## src/rtl/arc4_pkg.sv

```systemverilog
// Shared ARC4 definitions: byte/state sizes and the prga state encoding.
package arc4_pkg;

  localparam int unsigned S_SIZE = 256;
  localparam int unsigned BYTE_W = 8;

  typedef enum logic [3:0] {
    IDLE,
    LEN_RD,
    LEN_WR,
    SI_RD,
    SJ_RD,
    SWAP_I,
    SWAP_J,
    PAD_RD,
    PT_WR
  } prga_state_t;

endpackage

```

## src/rtl/prga.sv

```systemverilog
// ARC4 keystream generator: walks S in s_ram, swaps i/j cells and XORs the pad
// into each ciphertext byte, producing a length-prefixed plaintext in pt_ram.
module prga
  import arc4_pkg::*;
#(
  parameter int unsigned MSG_AW = 8
) (
  input  logic              clk,
  input  logic              rst,
  input  logic              en,
  output logic              rdy,
  output logic [BYTE_W-1:0] s_addr,
  output logic [BYTE_W-1:0] s_din,
  output logic              s_wren,
  input  logic [BYTE_W-1:0] s_dout,
  output logic [MSG_AW-1:0] ct_addr,
  input  logic [BYTE_W-1:0] ct_dout,
  output logic [MSG_AW-1:0] pt_addr,
  output logic [BYTE_W-1:0] pt_din,
  output logic              pt_wren
);

  prga_state_t state_q, state_d;

  logic [BYTE_W-1:0] i_q, i_d;
  logic [BYTE_W-1:0] j_q, j_d;
  logic [BYTE_W-1:0] si_q, si_d;
  logic [BYTE_W-1:0] sj_q, sj_d;
  logic [MSG_AW-1:0] k_q, k_d;
  logic [MSG_AW-1:0] len_q, len_d;

  // State and datapath registers
  always_ff @(posedge clk or posedge rst) begin
    if (rst) begin
      state_q <= IDLE;
      i_q     <= '0;
      j_q     <= '0;
      si_q    <= '0;
      sj_q    <= '0;
      k_q     <= '0;
      len_q   <= '0;
    end else begin
      state_q <= state_d;
      i_q     <= i_d;
      j_q     <= j_d;
      si_q    <= si_d;
      sj_q    <= sj_d;
      k_q     <= k_d;
      len_q   <= len_d;
    end
  end

  // Next-state and datapath update
  always_comb begin
    state_d = state_q;
    i_d     = i_q;
    j_d     = j_q;
    si_d    = si_q;
    sj_d    = sj_q;
    k_d     = k_q;
    len_d   = len_q;
    unique case (state_q)
      IDLE:   if (en) state_d = LEN_RD;
      LEN_RD: state_d = LEN_WR;
      LEN_WR: begin
        len_d   = MSG_AW'(ct_dout);
        i_d     = BYTE_W'(1);
        j_d     = '0;
        k_d     = MSG_AW'(1);
        state_d = (ct_dout == '0) ? IDLE : SI_RD;
      end
      SI_RD:  state_d = SJ_RD;
      SJ_RD: begin
        si_d    = s_dout;
        j_d     = j_q + s_dout;
        state_d = SWAP_I;
      end
      SWAP_I: begin
        sj_d    = s_dout;
        state_d = SWAP_J;
      end
      SWAP_J: state_d = PAD_RD;
      PAD_RD: state_d = PT_WR;
      PT_WR: begin
        if (k_q == len_q) begin
          state_d = IDLE;
        end else begin
          i_d     = i_q + BYTE_W'(1);
          k_d     = k_q + MSG_AW'(1);
          state_d = SI_RD;
        end
      end
      default: state_d = IDLE;
    endcase
  end

  // Memory port drive; the i==j case relies on the SWAP_J write landing last
  always_comb begin
    rdy     = 1'b0;
    s_addr  = '0;
    s_din   = '0;
    s_wren  = 1'b0;
    ct_addr = '0;
    pt_addr = '0;
    pt_din  = '0;
    pt_wren = 1'b0;
    unique case (state_q)
      IDLE:   rdy = 1'b1;
      LEN_RD: ct_addr = '0;
      LEN_WR: begin
        pt_addr = '0;
        pt_din  = ct_dout;
        pt_wren = 1'b1;
      end
      SI_RD:  s_addr = i_q;
      SJ_RD:  s_addr = j_q + s_dout;
      SWAP_I: begin
        s_addr = i_q;
        s_din  = s_dout;
        s_wren = 1'b1;
      end
      SWAP_J: begin
        s_addr = j_q;
        s_din  = si_q;
        s_wren = 1'b1;
      end
      PAD_RD: begin
        s_addr  = si_q + sj_q;
        ct_addr = k_q;
      end
      PT_WR: begin
        pt_addr = k_q;
        pt_din  = s_dout ^ ct_dout;
        pt_wren = 1'b1;
      end
      default: rdy = 1'b0;
    endcase
  end

endmodule

```

## config.mk

```make
export PLATFORM = sky130hd
export DESIGN_NAME = prga
export DESIGN_NICKNAME = d
export VERILOG_FILES = /design/src/rtl/arc4_pkg.sv /design/src/rtl/prga.sv
export SDC_FILE = /design/constraint.sdc
export NUM_CORES = 1
export LEC_CHECK = 0
export BUFFER_PORTS_ARGS = -buffer_cell sky130_fd_sc_hd__buf_2
export CORE_MARGIN = 3
export CORE_UTILIZATION = 40
export DETAILED_ROUTE_END_ITERATION = 10
export GPL_TIMING_DRIVEN = 1
export SYNTH_ARGS = -nofsm -noshare
export SYNTH_HDL_FRONTEND = slang
export SYNTH_SLANG_ARGS = --single-unit
```

## constraint.sdc

```tcl
create_clock -name clk -period 3.4 [get_ports clk]
set_input_delay 0.68 -clock clk [delete_from_list [all_inputs] [get_ports clk]]
set_output_delay 0.68 -clock clk [all_outputs]
set_load 0.02 [all_outputs]
```

==> metrics.md, run 1 <==
| Metric | Value |
|---|---|
| Most frequent cell after synthesis | `nand2_1` |
| Final hold vios | `0` |
| Core ar. | `8380 um^2` |
| Hold buffers post-CTS | `0` |
| Synth area leader | `dfrtp_1` |
| TritonCTS clock tree | `built` |
| Pwr/cell area | `884 nW/um^2` |
| Synth area leaders | `dfrtp_1, nand2_1, ha_1` |
| Max_cap viols | `0` |
| P&R area growth vs syn | `16.8%` |
| Grt ovf | `0` |
| Max FO, Critical Path | `3` |
| Drt pass-1 iters | `4` |
| Worst-path clk slew | `0.10 ns` |
| Post-synth EDFFs | `0` |
| Longest Clk Path Bufs | `2` |
| Via count | `3247` |
| Total CTS buffers | `5` |
| Lkg Pwr | `2.07 nW` |
| Mean post-synth cell area | `8.57 um^2` |
| Yosys top cell area share | `36.8%` |
| Yosys warnings | `0` |
| Final setup fails | `0` |
| Flip-flop and latch count after synthesis | `52` |
| Post-Synthesis Cells | `412` |
| Post-route clock skew | `0.00739 ns` |
| Final Worst Setup Slack | `0.158 ns` |
| Tot Pwr | `0.00365 W` |
| Fin. max-slew vios | `0` |
| Final Instance Area | `4120 um^2` |
| Routed vias/inst | `5.57` |
| Die Y | `100 um` |
| Main flop type after synthesis | `dfrtp_1` |
| RSZ-0062 raised after global routing | `no` |
| All-Layer GR Usage | `20.2%` |
| Peak VDD IR | `432 uV` |
| Initial Util | `42.1%` |
| Final net count | `514` |
| Run status | `finished, final reports clean` |
| DRT Wirelength | `9910 um` |
| Pin count of the biggest net entering global routing | `53` |
| Final clock period utilization by the worst path | `95.3%` |
| Row Count | `33` |
| N_diodes | `0` |
| Post-synthesis sequential area ratio | `36.8%` |
| Root buffer cell | `clkbuf_8` |
| FF/Latch Area | `1300 um^2` |
| Area of the multi-input gates | `2120 um^2` |
| DRT iter0 DRCs | `159` |
| Drt wl/cell | `17.0 um` |
| H-tree depth | `2` |
| HP Class | `flop to flop` |
| Synth async-reset ratio | `100%` |
| Synthesized Nets | `449` |
| Clock sinks | `52` |
| DP Area | `4000 um^2` |
| Yosys cell types | `50` |
| Required time of the critical path | `2.72 ns` |
| Top post-synthesis cells by count | `nand2_1, dfrtp_1, o21ai_0` |
| CP Launch Type | `input port` |
| Share of layout cells above drive strength 1 | `22.0%` |
| Fmax | `0.308 GHz` |
| Antenna Nets Post-Route | `0` |
| Vias in the first global route | `3095` |
| Boundary pin count | `62` |
| Die width | `100 um` |
| Relative slew slack | `47.3%` |
| Clk_lat worst skew | `0.31 ns` |
| Routability Congestion | `0.891` |
| Dpl hpwl | `7340 um` |
| Die area | `9990 um^2` |
| Initial antenna violation count | `0` |
| CP endpoint kind | `output port` |
| Min cycle time layout | `3.24 ns` |
| Syn Std Cell Area | `3530 um^2` |
| Post-route DRC | `0` |
| First-pass GRT wire length | `16000 um` |
| IO buf count | `61` |
| Setup Crit Path Kind | `input port to output port` |
| Dpl ws | `0.0924 ns` |
| Worst Path Arrival | `2.56 ns` |
| Filler instances | `844` |
| Post-Route Setup TNS | `0 ns` |
| Worst Tran Pin Value | `0.787 ns` |
-- registers in the layout (all words and copies together) (netlist names) --
signal   flops
i_q          8
j_q          8
k_q          8
len_q        8
si_q         8
sj_q         8
state_q      4
-- cell families after synthesis --
kind of cell / after synthesis / share of synthesized area [%]
AOI/OAI and AO/OA: 104 / 19.8
adders and majority gates: 18 / 6.80
xor gates and xnor gates: 17 / 4.22
and+or+nand+nor: 178 / 24.5
buffers and inverters: 28 / 3.29
muxes: 15 / 4.53
DFF: 52 / 36.8
-- report_power, final --
group	switching [W]	internal [W]
registers	0.000222	0.000839
logic	0.00129	0.000844
clock network	0.000227	0.000222
total	0.00174	0.00190
-- placed cells by master, fill, tap and decap left out, types with 3 or more instances in the layout --
| master | synthesis | final |
|---|---|---|
| a211oi_1 | 10 | 9 |
| a21o_1 | 6 | 6 |
| a21oi_1 | 17 | 17 |
| a22o_1 | 14 | 14 |
| a31o_2 | 3 | 3 |
| and2_1 | 14 | 14 |
| and3_1 | 4 | 4 |
| buf_2 | 9 | 61 |
| buf_4 | 0 | 14 |
| clkbuf_8 | 0 | 5 |
| dfrtp_1 | 52 | 52 |
| ha_1 | 16 | 16 |
| inv_1 | 11 | 10 |
| mux2_2 | 8 | 8 |
| mux2i_1 | 7 | 7 |
| nand2_1 | 91 | 91 |
| nand2b_1 | 9 | 9 |
| nand3_1 | 6 | 6 |
| nand4_1 | 3 | 3 |
| nor2_1 | 26 | 26 |
| nor2b_1 | 3 | 3 |
| nor3_1 | 8 | 7 |
| nor4_1 | 3 | 3 |
| o211ai_1 | 3 | 3 |
| o21ai_0 | 30 | 30 |
| xnor2_1 | 4 | 4 |
| xor2_1 | 13 | 13 |
-- metrics by stage --
stage               hold slack [ns]  utilization [%]  cells
floorplan                     0.465                -    412
global placement              0.484             47.8    575
detailed placement            0.482             47.8    575
CTS                           0.508             49.1    583
global route                  0.532             49.2    583
finish                        0.502             49.2    583
-- final cells by class --
type                            count  area share, %
Clock inverter                      3           1.12
Inverter                           11           1.00
Clock buffer                        5           1.67
Timing Repair Buffer               75           9.95
Sequential cell                    52           31.6
Tap cell                          105           3.19
Multi-Input combinational cell    332           51.5
-- routing by layer --
layer	global-route usage, %	routed length [um]
met3	2.29	378
met2	34.7	4960
met4	3.73	73
met1	27.8	4490
met5	0	0
-- final timing paths --
path	from	to	slack [ns]	depth (start not counted)
min in group asynchronous	rst	sj_q[7]	0.54	3
max	s_dout[0]	s_addr[6]	0.16	9
max in group asynchronous	rst	si_q[1]	2.39	3
min	len_q[7]	len_q[7]	0.50	2
max reg2reg	state_q[3]	sj_q[6]	1.20	4
min reg2reg	len_q[7]	len_q[7]	0.50	2
-- timing repair --
item | in CTS | in global routing
setup endpoints to repair | 0 | 1
buffers inserted | 0 | 0
gates resized for setup | 0 | 1
-- critical path, cell delays in order --
cell and delay [ns]:
buf_2 0.11, ha_1 0.24, fa_1 0.44, a211oi_2 0.25
o21bai_1 0.11, a21oi_1 0.17, mux2i_1 0.24, o211ai_1 0.13
buf_2 0.18
Power figures use the tool's default switching activity.
==> run 2: changes to the inputs <==
Settings changed: PLACE_DENSITY set to 0.59, SKIP_LAST_GASP set to 1, SLEW_MARGIN set to 20.
==> metrics.md, run 2 (synthesis results as in run 1) <==
| Metric | Value |
|---|---|
| Drt pass-1 iters | `4` |
| Met1 wire length | `4490 um` |
| Grt ovf | `0` |
| Fmax | `0.308 GHz` |
| Die area | `9990 um^2` |
| Worst-path clk slew | `0.11 ns` |
| Routed vias/inst | `5.56` |
| N_diodes | `0` |
| Lkg Pwr | `2.09 nW` |
| Initial antenna violation count | `0` |
| IO buf count | `61` |
| Root buffer cell | `clkbuf_8` |
| Most common cell after layout, fill and taps aside | `nand2_1` |
| Die width | `100 um` |
| Dpl cells | `578` |
| Setup Crit Path Kind | `input port to output port` |
| Peak VDD IR | `517 uV` |
| Boundary pin count | `62` |
| Pwr/cell area | `886 nW/um^2` |
| Max FO, Critical Path | `3` |
| Initial Util | `42.1%` |
| Resized Gates After CTS | `0` |
| RSZ-0062 raised after global routing | `no` |
| Post-route clock skew | `0.0167 ns` |
| Antenna Nets Post-Route | `0` |
| Run status | `finished, final reports clean` |
| Worst reg2reg endpoint | `i_q[3]` |
| Uppermost layer routed | `met4` |
| Met3 wire len | `490 um` |
| Worst Path Arrival | `2.57 ns` |
| Post-Route Setup TNS | `0 ns` |
| Post-CTS Setup Inserts | `0` |
| Drt wl/cell | `17.1 um` |
| Most frequent cells in the layout | `nand2_1, buf_2, dfrtp_1` |
| Via count | `3256` |
| Worst Tran Pin Value | `0.675 ns` |
| Row Count | `33` |
| All-Layer GR Usage | `20.7%` |
| CP endpoint kind | `output port` |
| Routability Congestion | `0.893` |
| Share of layout cells above drive strength 1 | `22.5%` |
| Final setup fails | `0` |
| Fin. max-slew vios | `0` |
| Vias in the first global route | `3122` |
| Reg2reg path depth | `6` |
| Total CTS buffers | `5` |
| First-pass GRT wire length | `16400 um` |
| Longest Clk Path Bufs | `2` |
| Pin count of the biggest net entering global routing | `29` |
| DRT iter0 DRCs | `195` |
| Final net count | `517` |
| HP Class | `input port to async pin` |
| Min cycle time layout | `3.25 ns` |
| Required time of the critical path | `2.72 ns` |
| Fin Hold WS | `0.422 ns` |
| Setup slack, reg-to-reg | `1.17 ns` |
| Non-filler cells, final | `586` |
| Die Y | `100 um` |
| Final hold vios | `0` |
| TritonCTS clock tree | `built` |
| DR WL met2 | `4870 um` |
| P&R area growth vs syn | `17.6%` |
| Dpl hpwl | `7620 um` |
| Hold buffers post-CTS | `0` |
| Relative slew slack | `54.7%` |
| DRT Wirelength | `10000 um` |
| Core ar. | `8380 um^2` |
| H-tree depth | `2` |
| Max_cap viols | `0` |
| Clk_lat worst skew | `0.31 ns` |
| CP Launch Type | `input port` |
| Final clock period utilization by the worst path | `95.6%` |
| Clock sinks | `52` |
| Post-route DRC | `0` |
| Crit Reg-Reg Startpoint | `state_q[2]` |
| Critical path startpoint | `s_dout[0]` |
==> run 2: cell count changes in the layout (fill, tap and decap cells not counted), sizes merged <==
cell	before	now
buf	75	78
inv	12	11
clkinvlp	1	0
clkinv	0	1
clkbuf	5	6
==> run 2: power breakdown <==
group	switching, W	total (W)	internal [W]	leakage [nW]
combinational	0.00131	0.00217	0.000855	1.37
sequential	0.000208	0.00105	0.000839	0.658
clock	0.000223	0.000464	0.000241	0.0614
total	0.00174	0.00368	0.00194	2.09
==> run 2: how the worst max path moves through the flow <==
stage,to,slack (ns),cells past startpoint
6_report,s_addr[6],0.15,9
5_1_grt,s_addr[6],0.02,9
4_1_cts,s_addr[6],0.07,9
3_5_place_dp,s_addr[6],0.08,9
3_3_place_gp,s_addr[6],0.12,9
2_1_floorplan,s_addr[6],0.43,7
==> run 2: per-stage QoR <==
stage          total power, W  util (%)  setup slack (ns)  area, um^2
2_1_floorplan         0.00259         -             0.432        3530
3_3_place_gp          0.00319      48.0             0.124        4030
3_5_place_dp          0.00323      48.0            0.0760        4030
4_1_cts               0.00370      49.5            0.0735        4150
5_1_grt               0.00399      49.5            0.0200        4150
6_report              0.00368      49.5             0.151        4150
==> run 2: layout make-up <==
class / count / area [um^2]
fill: 831 / 4230
clock buffer: 6 / 82.6
timing repair buffer: 78 / 433
inverter: 11 / 41.3
tap: 105 / 131
multi-input combinational: 332 / 2120
sequential: 52 / 1300
clock inverter: 2 / 38.8
==> run 2: critical path: stages <==
cell and delay [ns]:
buf_2 0.11, ha_1 0.24, fa_1 0.45, a211oi_2 0.24, o21bai_1 0.10, a21oi_1 0.18, mux2i_1 0.25, o211ai_1 0.13
buf_2 0.19
==> run 2: metal layers <==
metal / vias up / global-route usage [%]
li1: 1598 / -
met5: - / 0
met3: 10 / 2.85
met2: 79 / 33.5
met4: 0 / 5.39
met1: 1569 / 29.3
==> run 3: changes to the inputs <==
==> constraint.sdc (replaced) <==
create_clock -name clk -period 3.4 [get_ports clk]
set_input_delay 0.68 -clock clk [delete_from_list [all_inputs] [get_ports clk]]
set_output_delay 0.68 -clock clk [all_outputs]
set_load 0.05 [all_outputs]
==> metrics.md, run 3 (synthesis results as in run 1) <==
| Metric | Value |
|---|---|
| Non-filler cells, final | `587` |
| CP endpoint kind | `output port` |
| Reg power frac | `26.0%` |
| Core ar. | `8380 um^2` |
| Post-route DRC | `0` |
| Pin count of the biggest net entering global routing | `40` |
| Crit Reg-Reg Startpoint | `state_q[3]` |
| Most common cell on crit path | `buf_2` |
| Net Sw Frac | `52.3%` |
| Routed vias/inst | `5.61` |
| Via count | `3293` |
| Relative slew slack | `43.3%` |
| Drt wl/cell | `17.5 um` |
| Psw | `0.00210 W` |
| Pwr/cell area | `968 nW/um^2` |
| Share of layout cells above drive strength 1 | `22.6%` |
| Pint | `0.00192 W` |
| Initial Util | `42.1%` |
| DP Area | `4030 um^2` |
| DRT Wirelength | `10300 um` |
| IO buf count | `61` |
| Root buffer cell | `clkbuf_8` |
| Clock sinks | `52` |
| Worst Path Arrival | `2.56 ns` |
| Initial antenna violation count | `0` |
| Vias in the first global route | `3203` |
| Total CTS buffers | `5` |
| Hold buffers post-CTS | `0` |
| Clk_lat worst skew | `0.32 ns` |
| All-Layer GR Usage | `21.5%` |
| Slowest stage cell on the critical path | `fa_1` |
| Fin. max-slew vios | `0` |
| Dpl hpwl | `7780 um` |
| Tot Pwr | `0.00402 W` |
| Boundary pin count | `62` |
| CP Launch Type | `input port` |
| Lkg Pwr | `2.09 nW` |
| First-pass GRT wire length | `17000 um` |
| CP max stage delay | `0.41 ns` |
| Post-Route Setup TNS | `0 ns` |
| Peak VDD IR | `563 uV` |
| Max FO, Critical Path | `3` |
| Routability Congestion | `0.949` |
| Critical path startpoint | `s_dout[0]` |
| Clk pwr share | `11.2%` |
| Most frequent cells in the layout | `nand2_1, buf_2, dfrtp_1` |
| Row Count | `33` |
| TritonCTS clock tree | `built` |
| Required time of the critical path | `2.72 ns` |
| Final Instance Area | `4150 um^2` |
| Worst-path clk slew | `0.10 ns` |
| Max_cap viols | `0` |
| Grt ovf | `0` |
| Die Y | `100 um` |
| Most common cell after layout, fill and taps aside | `nand2_1` |
| RSZ-0062 raised after global routing | `no` |
| Longest Clk Path Bufs | `2` |
| DRT iter0 DRCs | `133` |
| Die width | `100 um` |
| Worst hold start | `len_q[4]` |
| Die area | `9990 um^2` |
| Post-route clock skew | `0.0111 ns` |
| Final hold vios | `0` |
| Fmax | `0.309 GHz` |
| Antenna Nets Post-Route | `0` |
| Final setup fails | `0` |
| Final net count | `518` |
| Worst-path cell chain | `buf_2 -> ha_1 -> fa_1 -> a211oi_2 -> o21bai_1 -> a21oi_1 -> mux2i_1 -> o211ai_1 -> buf_2` |
| N_diodes | `0` |
| Setup Crit Path Kind | `input port to output port` |
| Comb pwr share | `62.8%` |
| Final clock period utilization by the worst path | `95.2%` |
| Dpl cells | `579` |
| H-tree depth | `2` |
| P&R area growth vs syn | `17.6%` |
| HP Class | `flop to flop` |
| Drt pass-1 iters | `5` |
| Filler instances | `834` |
| Worst Tran Pin Value | `0.850 ns` |
| Run status | `finished, final reports clean` |
| Min cycle time layout | `3.24 ns` |
run 3: stage by stage:
step                      hold slack [ns]  setup WS (ns)  util [%]
after floorplan                     0.465          0.155         -
after global placement              0.481         0.0971      48.1
after detailed placement            0.486          0.123      48.1
after CTS                           0.509          0.115      49.5
after global routing                0.536         0.0203      49.6
final                               0.505          0.164      49.6
run 3: layout make-up:
cell class,count,area [um^2],share of cell area [%]
Timing Repair Buffer,79,440,10.6
Sequential cell,52,1300,31.3
Inverter,11,41.3,0.994
Tap cell,105,131,3.16
Multi-Input combinational cell,332,2120,51.1
Clock inverter,3,46.3,1.11
Clock buffer,5,68.8,1.66
run 3: final timing paths:
check / cells after the start / end / slack (ns)
worst max-delay path: 9 / s_addr[6] / 0.16
worst min register to register: 2 / len_q[4] / 0.51
worst max register to register: 4 / sj_q[6] / 1.20
worst min-delay path: 2 / len_q[4] / 0.51
max in group asynchronous: 3 / j_q[2] / 2.21
min in group asynchronous: 2 / k_q[7] / 0.53
run 3: repair_timing:
item	in CTS	in global routing
gates resized for setup	0	1
setup endpoints to repair	0	1
hold endpoints to repair	0	0
setup buffers	0	0
run 3: worst max-delay path: cells and delay by family:
family / cells / cell delay (ns)
AO/OA/AOI/OAI: 4 / 0.63
multiplexers: 1 / 0.26
adder cells (fa/ha/maj): 2 / 0.64
buffers and inverters: 2 / 0.35
run 3: routing by layer:
metal  vias up  GRT usage, %  routed length, um  share of wire (%)
met2        85          34.9               5010                 49
met5         -             0                  0                  0
li1       1588             -                  -                  -
met3        12          2.64                497                4.8
met4         0          5.70                165                1.6
met1      1608          30.5               4600                 45
run 3: power groups by stage:
stage	Clock [W]	Sequential, W	Combinational (W)
6_report	0.000451	0.00105	0.00253
5_1_grt	0.000490	0.00108	0.00277
4_1_cts	0.000462	0.00105	0.00253
3_5_place_dp	0	0.00106	0.00252
3_3_place_gp	0	0.00105	0.00248
2_1_floorplan	0	0.000977	0.00195
